--- config.mk ---
export PLATFORM = sky130hd
export DESIGN_NAME = tcm_port_arbiter
export DESIGN_NICKNAME = d
export VERILOG_FILES = /design/src/rtl/tcm_port_arbiter.sv
export SDC_FILE = /design/constraint.sdc
export NUM_CORES = 1
export LEC_CHECK = 0
export ABC_AREA = 1
export ABC_CLOCK_PERIOD_IN_PS = 1900
export CAP_MARGIN = 20
export CORE_AREA = 5 5 106 108
export DETAILED_ROUTE_END_ITERATION = 8
export DIE_AREA = 0 0 111 113
export GPL_TIMING_DRIVEN = 0
export HOLD_SLACK_MARGIN = 0.15
export PLACE_DENSITY_LB_ADDON = 0.05
export SLEW_MARGIN = 20
export SYNTH_ARGS = -nofsm -noshare
export SYNTH_HDL_FRONTEND = slang
export SYNTH_SLANG_ARGS = --single-unit
export TNS_END_PERCENT = 10
--- constraint.sdc ---
create_clock -name clk_i -period 1.9 [get_ports clk_i]
set_input_delay 0.38 -clock clk_i [delete_from_list [all_inputs] [get_ports clk_i]]
set_output_delay 0.38 -clock clk_i [all_outputs]
set_load 0.05 [all_outputs]
--- src/rtl/tcm_port_arbiter.sv ---
// tcm_port_arbiter
//   Shares one single-port, word-wide TCM SRAM between the core's instruction
//   fetch (I) and data (D) ports. The grant is decided combinationally and the
//   SRAM is enabled in the same cycle. The response is returned exactly one
//   cycle later. There is no response backpressure.
//
//   Contention policy:
//     default                  D has priority. A starved I request wins once
//                              starve_cnt reaches STARVE_LIMIT.
//     TCM_ARB_ROUND_ROBIN_EN   On contended cycles, the loser of the previous
//                              contended cycle wins.
//
//   Ports
//     clk_i, rst_i              clock and asynchronous active-low reset
//     i_rd_i, i_pc_i            fetch request
//     i_accept_o                fetch accepted this cycle
//     i_valid_o, i_error_o,
//     i_inst_o                  fetch response
//     d_addr_i, d_data_wr_i,
//     d_rd_i, d_wr_i,
//     d_req_tag_i               data request; non-zero d_wr_i makes it a write
//     d_accept_o                data request accepted this cycle
//     d_ack_o, d_error_o,
//     d_data_rd_o,
//     d_resp_tag_o              data response
//     sram_*                    single-port SRAM macro interface; read data
//                               arrives the cycle after sram_en_o
module tcm_port_arbiter #(
  parameter int MEM_WORDS    = 16384,
  parameter int AW           = 14,
  parameter int STARVE_LIMIT = 4
) (
  input  logic          clk_i,
  input  logic          rst_i,
  input  logic          i_rd_i,
  input  logic [31:0]   i_pc_i,
  output logic          i_accept_o,
  output logic          i_valid_o,
  output logic          i_error_o,
  output logic [31:0]   i_inst_o,
  input  logic [31:0]   d_addr_i,
  input  logic [31:0]   d_data_wr_i,
  input  logic          d_rd_i,
  input  logic [3:0]    d_wr_i,
  input  logic [10:0]   d_req_tag_i,
  output logic          d_accept_o,
  output logic          d_ack_o,
  output logic          d_error_o,
  output logic [31:0]   d_data_rd_o,
  output logic [10:0]   d_resp_tag_o,
  output logic          sram_en_o,
  output logic [3:0]    sram_we_o,
  output logic [AW-1:0] sram_addr_o,
  output logic [31:0]   sram_wdata_o,
  input  logic [31:0]   sram_rdata_i
);

  localparam int SW = $clog2(STARVE_LIMIT + 1);

  logic          i_req, d_req, d_is_wr;
  logic          i_in_rng, d_in_rng;
  logic          grant_i, grant_d;
  logic          starve_hit;
  logic [SW-1:0] starve_cnt;

  // one-deep response pipeline
  logic          i_vld_q, i_err_q;
  logic          d_vld_q, d_err_q, d_wr_q;
  logic [10:0]   d_tag_q;

  // The low two address bits are byte offsets within a word. The SRAM
  // addresses words, so these bits are never used.
  logic          unused_addr_lsb;
  assign unused_addr_lsb = ^{i_pc_i[1:0], d_addr_i[1:0]};

  assign i_req      = i_rd_i;
  assign d_is_wr    = |d_wr_i;
  assign d_req      = d_rd_i | d_is_wr;
  assign i_in_rng   = ({2'b00, i_pc_i[31:2]}   < 32'(MEM_WORDS));
  assign d_in_rng   = ({2'b00, d_addr_i[31:2]} < 32'(MEM_WORDS));
  assign starve_hit = (starve_cnt == SW'(STARVE_LIMIT));

`ifdef TCM_ARB_ROUND_ROBIN_EN
  // Records which port won the last contended cycle (1 = D). The reset value
  // of I makes D win the first contention.
  logic rr_last_d;

  always_ff @(posedge clk_i or negedge rst_i)
    if (!rst_i)              rr_last_d <= 1'b0;
    else if (i_req && d_req) rr_last_d <= grant_d;
`endif

  // Grants are forced low while reset is held. This keeps accept and the
  // SRAM strobes at 0 for the whole time reset is asserted.
  always_comb begin
    grant_i = 1'b0;
    grant_d = 1'b0;
    if (rst_i) begin
      if (i_req && d_req) begin
`ifdef TCM_ARB_ROUND_ROBIN_EN
        if (rr_last_d) grant_i = 1'b1;
        else           grant_d = 1'b1;
`else
        if (starve_hit) grant_i = 1'b1;
        else            grant_d = 1'b1;
`endif
      end else begin
        grant_i = i_req;
        grant_d = d_req;
      end
    end
  end

  assign i_accept_o = grant_i;
  assign d_accept_o = grant_d;

  // An out-of-range request is still accepted, but it never reaches the SRAM.
  always_comb begin
    sram_en_o    = 1'b0;
    sram_we_o    = 4'b0;
    sram_addr_o  = '0;
    sram_wdata_o = '0;
    if (grant_d && d_in_rng) begin
      sram_en_o    = 1'b1;
      sram_we_o    = d_wr_i;
      sram_addr_o  = d_addr_i[AW+1:2];
      sram_wdata_o = d_data_wr_i;
    end else if (grant_i && i_in_rng) begin
      sram_en_o    = 1'b1;
      sram_addr_o  = i_pc_i[AW+1:2];
    end
  end

  // Counts consecutive cycles in which I requests and loses.
  always_ff @(posedge clk_i or negedge rst_i)
    if (!rst_i)                starve_cnt <= '0;
    else if (!i_req || grant_i) starve_cnt <= '0;
    else if (!starve_hit)      starve_cnt <= starve_cnt + SW'(1);

  always_ff @(posedge clk_i or negedge rst_i)
    if (!rst_i) begin
      i_vld_q <= 1'b0;
      i_err_q <= 1'b0;
      d_vld_q <= 1'b0;
      d_err_q <= 1'b0;
      d_wr_q  <= 1'b0;
      d_tag_q <= '0;
    end else begin
      i_vld_q <= grant_i;
      i_err_q <= grant_i & ~i_in_rng;
      d_vld_q <= grant_d;
      d_err_q <= grant_d & ~d_in_rng;
      d_wr_q  <= grant_d & d_is_wr;
      if (grant_d) d_tag_q <= d_req_tag_i;
    end

  assign i_valid_o    = i_vld_q;
  assign i_error_o    = i_err_q;
  assign i_inst_o     = (i_vld_q && !i_err_q) ? sram_rdata_i : 32'h0;
  assign d_ack_o      = d_vld_q;
  assign d_error_o    = d_err_q;
  assign d_data_rd_o  = (d_vld_q && !d_err_q && !d_wr_q) ? sram_rdata_i : 32'h0;
  assign d_resp_tag_o = d_tag_q;

endmodule
**After elaboration in Yosys (flattened, before gate mapping)**

Cells that the tools add are included.

- Bits in registers: 19
- Bits of input ports: 147
- Output and inout port bits: 132
- Word-level logic and storage cells: 46

- $add $sub $neg: 1
- Magnitude comparators: 2
- Equal/unequal tests: 2
- Multiplexer cells: 16
- Bitwise logic cells: 6
- Reduce and logical (&&, ||, !) cells: 12

Operators with widths:

| operator | count |
|---|---|
| $mux 32 | 3 |
| $lt 30x15->1 const B | 2 |
| $mux 14 | 2 |
| $mux 1 | 8 |
| $logic_and 1x1->1 | 6 |
| $mux 3 | 2 |
| $logic_not 1->1 | 4 |
| $mux 4 | 1 |
| $reduce_or 4->1 | 1 |
| $add 3x1->3 const B | 1 |
| $and 1x1->1 | 3 |
| $eq 3x3->1 const B | 1 |
| $ne 2x1->1 const B | 1 |
| $not 1->1 | 2 |
| $logic_or 1x1->1 | 1 |
| $or 1x1->1 | 1 |

**Depth between registers and ports, before layout**

Gate-level depths: netlist of the first run.

- Depth in word-level cells: 8
- Gate-level depth with buffers: 9
- Gate-level depth less buffers: 9

**Worst setup path after synthesis of the first run**

No wires, ideal clock.

- Kind: reg-to-output
- Start point: reg starve_cnt[0]
- End point: out sram_addr_o[3]
- Arrival time: 2.022 ns
- Required time: 1.520 ns
- Setup slack: -0.502 ns
- Cell stages (with the launch flop): 9
- Path buffers: 1
- Cells stage by stage: dfrtp_1 inv_1 ha_1 nand3_1 nand3_4 inv_2 nand3_2 buf_4 a21oi_1

- Longest elaborated chain between the ends: 7
- Elaborated cells on any way between the ends: 11
- Classes of those cells: eq/ne: 1; mux: 8; reduce/logical: 2

Ends and longest elaborated chain:

| element | line | source |
|---|---|---|
| from (decl) | 64 | `logic [SW-1:0] starve_cnt;` |
| from (signal assigned) | 138 | `else if (!starve_hit) starve_cnt <= starve_cnt + SW'(1);` |
| $eq 3x3->1 (*) | 81 | `assign starve_hit = (starve_cnt == SW'(STARVE_LIMIT));` |
| $mux 1 | 104 | `if (starve_hit) grant_i = 1'b1;` |
| $mux 1 | 99 | `if (i_req && d_req) begin` |
| $mux 1 | 98 | `if (rst_i) begin` |
| $logic_and 1x1->1 | 128 | `end else if (grant_i && i_in_rng) begin` |
| $mux 14 | 128 |  |
| $mux 14 (*) | 123 | `if (grant_d && d_in_rng) begin` |
| to (decl) | 53 | `output logic [AW-1:0] sram_addr_o,` |

Mark *: on every way between the ends. The rest lies on a longest branch, timed or not.

**Worst setup path after layout of the first run**

- Start point: reg starve_cnt[0]
- End point: out sram_addr_o[6]

Same word-level chain as after synthesis.

==> results of run 1 <==
routing by layer:
metal,track usage,up-vias
met1,0.194,1383
met4,0.0534,0
met3,0.0487,22
met5,0,-
li1,-,1604
met2,0.344,174
sequential cells by signal, summed over array words and instances, names as in the netlist:
signal and flops:
i_error_o 1, i_valid_o 1, starve_cnt 3, d_error_o 1, d_wr_q 1, d_resp_tag_o 11, d_ack_o 1
cell families after synthesis:
| group | synth area share |
|---|---|
| compound gates | 0.0564 |
| xor+xnor | 0.00465 |
| fa+ha+maj | 0.0133 |
| buf+inv | 0.208 |
| flops | 0.252 |
| simple gates | 0.465 |
through the flow:
step            util  TNS, ns  hold WS (ns)
2_1_floorplan      -   -10.78        0.0844
3_3_place_gp   0.518  -129.39         0.462
3_5_place_dp   0.518  -133.04         0.468
4_1_cts        0.562   -23.01         0.486
5_1_grt        0.583   -24.23         0.516
6_report       0.583   -18.23         0.478
power breakdown:
group / leakage, µW / switching (µW) / internal, µW
sequential: 0.000235 / 31.6 / 451
combinational: 0.00266 / 610 / 505
clock: 0.0000255 / 131 / 146
cell usage in the layout (no fill, tap or decap), types with 4 or more instances in the layout:
master,synthesis,routed
a21oi_1,15,4
a21oi_4,0,11
buf_12,0,5
buf_2,8,17
buf_4,2,23
buf_6,4,73
buf_8,0,20
clkbuf_4,0,18
clkdlybuf4s50_1,0,117
dfrtp_1,19,17
dlygate4sd2_1,0,33
dlymetal6s2s_1,0,6
inv_1,74,71
nand2_1,67,54
nand2_2,1,8
nand2_4,1,7
nor2_1,120,49
nor2_2,4,32
nor2_4,1,44
nor3_1,14,4
nor3_2,0,10
what timing repair did:
action                                  in CTS  in global routing
hold endpoints to repair                    19                  0
pin swaps                                   43                 25
gates resized for setup                    779                121
endpoints found under the setup margin     134                113
hold buffers                                 1                  0
gates cloned                                 3                  0
buffers inserted                            17                  7
worst min path at each step:
stage	endpoint	slack [ns]	start
after floorplan	d_ack_o	0.08	rst_i
after global placement	d_resp_tag_o[3]	0.46	d_resp_tag_o[3]
after detailed placement	d_resp_tag_o[7]	0.47	d_resp_tag_o[7]
after CTS	d_resp_tag_o[7]	0.49	d_resp_tag_o[7]
after global routing	d_resp_tag_o[7]	0.52	d_resp_tag_o[7]
final	d_resp_tag_o[0]	0.48	d_resp_tag_o[0]
critical path, delay by kind of cell (launching register included):
family / cells / cell delay [ns]
buf+inv: 5 / 0.63
simple gates: 3 / 0.30
fa+ha+maj: 1 / 0.17
compound gates: 1 / 0.14
flops: 1 / 0.37
layout make-up:
type                    count  share of cell area
plain buffers              16              0.0311
repair buffers            302               0.518
flip-flops and latches     19              0.0808
clock buffers               3             0.00698
inverters                  75              0.0484
multi-input cells         235               0.285
clock inverters             1            0.000846
well taps                 136              0.0288
==> impl_metrics.yaml, run 1 <==
route:
  drtAntennaViolNets: 0
  vias: 3183
  met3_length_um: 905
  wire_per_inst_um: 15.5
  drt_iter0_drc: 119
  dr.pass1.iters: 4
  route.met2.wl_um: 6440
  met1_length_um: 4510
  top_layer: "met4"
  drt-total-wl_um: 12200
  viasPerCell: 4.04
  drc: 0
run:
  cap_violations: 0
synthesis:
  synth_area_leaders: "dfrtp_1, nor2_1, inv_1, nand2_1, a21oi_1"
  syn_nets: 495
  async_reset_ff_frac: 1.00
  ys_seq_area_frac: 0.252
  syn_area_per_cell_um2: 5.45
  synthCells: 346
  synth_edf_count: 0
  synthFlopType: "dfrtp_1"
  synth.most_common_cell: "nor2_1"
  synth_common_cells: "nor2_1, inv_1, nand2_1"
  synth_area_um2: 1890
  synth_warnings: 0
  yosysTopAreaCellShare: 0.252
  synth_cell_type_count: 23
  ys_ff_latch: 19
  yosys.area.top_type: "dfrtp_1"
place:
  pre_cts_ws_ns: -1.96
  dpl.hpwl_um: 10100
  place_area_um2: 5250
  dp_cells: 756
  numPortBuffers: 274
  place_congestion: 0.865
worst_setup_path:
  reg2regPathDepth: 9
  r2r_slack_ns: 0.43
  rr_endpoint: "starve_cnt[1]"
  cp-startpoint: "starve_cnt[0]"
  startpoint_type: "flip-flop"
  crit_path_top_delay_cell: "dfrtp_1"
  end_kind: "output port"
  required_ns: 1.52
  crit_arrival_ns: 1.86
  rr_startpoint: "starve_cnt[0]"
  endpoint: "sram_addr_o[6]"
  slowest_delay_ns: 0.37
  crit_path_frequent_cell: "nand3_4"
  crit_type: "flip-flop to output port"
  path_cells: "inv_2 > ha_4 > nand3_4 > nand3_4 > inv_4 > nand3_4 > buf_12 > buf_16 > a21oi_4 > buf_6"
  critPathMaxFanout: 5
layout:
  area_delta_synth_final_pct: 214
  stdcell_count: 787
  nets: 801
  drive_above_1_share: 0.450
  antenna_cells_inserted: 0
  multiInputGateArea_um2: 1690
  regArea_um2: 478
  fillers: 925
  stdcell_area_um2: 5910
clock_tree:
  cts_made_buffers: 3
  cts_tree: "done"
  clk_path_buf_depth: 2
  cts_sinks: 19
  cts-root-buf: "clkbuf_8"
  htree_num_levels: 1
  insertion_delay_ns: 0.25
  path_clk_slew_ns: 0.07
floorplanning:
  boundaryPins: 279
  die_w_um: 111
  floorplan.initialDensity: 0.186
  die_h_um: 113
  coreArea_um2: 10100
  std_cell_rows: 37
  fp.dieArea_um2: 12500
sta:
  fmax_ghz: 0.445
  grt_setup_unrepaired: "true"
  slew_headroom: 0.416
  tightest_slew_ns: 0.873
  fin_crit_sh: 1.18
  setup_slack_ns: -0.345
  drv_slew: 0
  fin_skew_ns: 0.00346
  finalSetupViolCount: 82
  final_hold_viol_count: 0
  min_period_ns: 2.24
run_status:
  violations: "negative setup slack"
  status: "finished, violations left"
power_and_ir_drop:
  fin_total_pwr_uw: 1870
  peakVddDrop_mv: 0.290
  p_per_area_nw_per_um2: 317
  p_leak_uw: 0.00292
hold_path:
  hold_depth: 2
  hold_class: "flip-flop to flip-flop"
global_routing:
  antenna_found_initial: 0
  grt_pass1_wl_um: 18300
  grt_use_total: 0.180
  grt_overflow: 0
  grt_max_degree: 20
  grt_pass1_vias: 3366
Note: power is estimated with default switching activity, not from simulation.
==> run 2: changes to the inputs <==
Settings changed: MAX_ROUTING_LAYER from default to met4.
==> run 2 against run 1 <==
Effect of this change:
- the run still ends with negative setup slack left
- hold slack hardly changed
- register-to-register slack is essentially flat
- utilization did not move
- largest cell class unchanged
- wire length increased by 0.13%
- clock power hardly changed
- non-clock buffer count unchanged
- first-iteration DRC count is 2.5% higher
- setup slack gained 0.0050 ns
- clock skew about the same
- sequential power about the same
- critical path depth stayed put
- final cell count is the same
==> impl_metrics.yaml, run 2 (synthesis gave the netlist of run 1 again) <==
layout:
  drive_above_1_share: 0.450
  final_common_cell: "clkdlybuf4s50_1"
  regArea_um2: 478
  fillers: 925
  nets: 801
  multiInputGateArea_um2: 1690
  area_delta_synth_final_pct: 214
  antenna_cells_inserted: 0
  largest_register_ffs: 11
  final_cell_mix: "clkdlybuf4s50_1, buf_6, inv_1, nand2_1, nor2_1"
sta:
  final_hold_viol_count: 0
  grt_setup_unrepaired: "true"
  whs_ns: 0.478
  fmax_ghz: 0.446
  fin_setup_tns_ns: -18.17
  tightest_slew_ns: 0.883
  setup_slack_ns: -0.340
  fin_crit_sh: 1.18
  slew_headroom: 0.409
  drv_slew: 0
  fin_skew_ns: 0.00364
  finalSetupViolCount: 82
  min_period_ns: 2.24
clock_tree:
  insertion_delay_ns: 0.25
  cts_made_buffers: 3
  cts_tree: "done"
  cts-root-buf: "clkbuf_8"
  clk_path_buf_depth: 2
  htree_num_levels: 1
  path_clk_slew_ns: 0.07
  cts_sinks: 19
route:
  wire_per_inst_um: 15.5
  vias: 3185
  drt_iter0_drc: 122
  viasPerCell: 4.05
  drtAntennaViolNets: 0
  drt-total-wl_um: 12200
  dr.pass1.iters: 4
  drc: 0
global_routing:
  antenna_found_initial: 0
  grt_pass1_vias: 3379
  grt_use_total: 0.186
  grt_max_degree: 20
  grt_pass1_wl_um: 18200
  grt_overflow: 0
floorplanning:
  boundaryPins: 279
  fp.dieArea_um2: 12500
  floorplan.initialDensity: 0.186
  std_cell_rows: 37
  die_h_um: 113
  coreArea_um2: 10100
  die_w_um: 111
worst_setup_path:
  reg2regPathDepth: 9
  required_ns: 1.52
  r2r_slack_ns: 0.44
  critPathMaxFanout: 5
  end_kind: "output port"
  startpoint_type: "flip-flop"
  rr_endpoint: "starve_cnt[1]"
  rr_startpoint: "starve_cnt[0]"
  crit_arrival_ns: 1.86
  crit_type: "flip-flop to output port"
run:
  cap_violations: 0
run_status:
  violations: "negative setup slack"
  status: "finished, violations left"
place:
  numPortBuffers: 274
  dpl.hpwl_um: 10100
  place_congestion: 0.879
power_and_ir_drop:
  p_leak_uw: 0.00292
  p_per_area_nw_per_um2: 317
  peakVddDrop_mv: 0.291
hold_path:
  hold_depth: 2
  min-delay-start: "d_resp_tag_o[0]"
  hold_class: "flip-flop to flip-flop"
  whs_endpoint: "d_resp_tag_o[0]"
## run 2: power breakdown
group,internal [µW],total (µW),switching (µW)
Clock,146,277,131
Combinational,504,1110,610
Sequential,451,483,31.3
Total,1100,1870,773
## run 2: worst max-delay path by stage
stage / start / endpoint / slack [ns]
global route: starve_cnt[0] / sram_addr_o[3] / -0.44
CTS: d_addr_i[21] / sram_addr_o[4] / -0.36
floorplan: starve_cnt[0] / sram_addr_o[10] / -0.18
finish: starve_cnt[0] / sram_addr_o[3] / -0.34
detailed placement: rst_i / sram_addr_o[10] / -1.96
global placement: rst_i / sram_addr_o[10] / -1.91
## run 2: area by class of cell
class	instances	area share
timing repair buffer	302	0.518
multi-input combinational	235	0.285
sequential	19	0.0808
inverter	75	0.0484
buffer	16	0.0311
tap	136	0.0288
clock buffer	3	0.00698
clock inverter	1	0.000846
## run 2: worst max-delay path, cell delays in order (launching register included)
cell and delay [ns]:
dfrtp_1 0.37, inv_2 0.06, ha_4 0.17, nand3_4 0.07
nand3_4 0.10, inv_4 0.09, nand3_4 0.13, buf_12 0.17
buf_16 0.14, a21oi_4 0.14, buf_6 0.16
## run 2: per-layer routing
layer	up-vias	global-route usage	part of all wire
met5	-	-	0
met4	0	0.0558	0.032
met3	24	0.0401	0.064
met2	176	0.342	0.53
met1	1380	0.201	0.38
li1	1605	-	-
## run 2: repair_timing
action                                 4_1_cts  5_1_grt
buffers inserted                            17        7
gates cloned                                 3        0
pin swaps                                   43       24
gates resized for setup                    779      121
hold buffers                                 1        0
endpoints found under the hold margin       19        0
setup endpoints to repair                  134      113
## run 2: per-stage QoR
stage / util / instance area (µm²) / total power (µW) / worst slack (ns) / cells
2_1_floorplan: - / 2340 / 1020 / -0.176 / 346
3_3_place_gp: 0.518 / 5250 / 1520 / -1.91 / 756
3_5_place_dp: 0.518 / 5250 / 1530 / -1.96 / 756
4_1_cts: 0.562 / 5700 / 1850 / -0.360 / 781
5_1_grt: 0.583 / 5910 / 1980 / -0.441 / 787
6_report: 0.583 / 5910 / 1870 / -0.340 / 787
==> run 3: changes to the inputs <==
Settings changed: MAX_ROUTING_LAYER met4 to default.
==> results of run 3 <==
Final layout, timing and power as in run 1 (identical DEF).
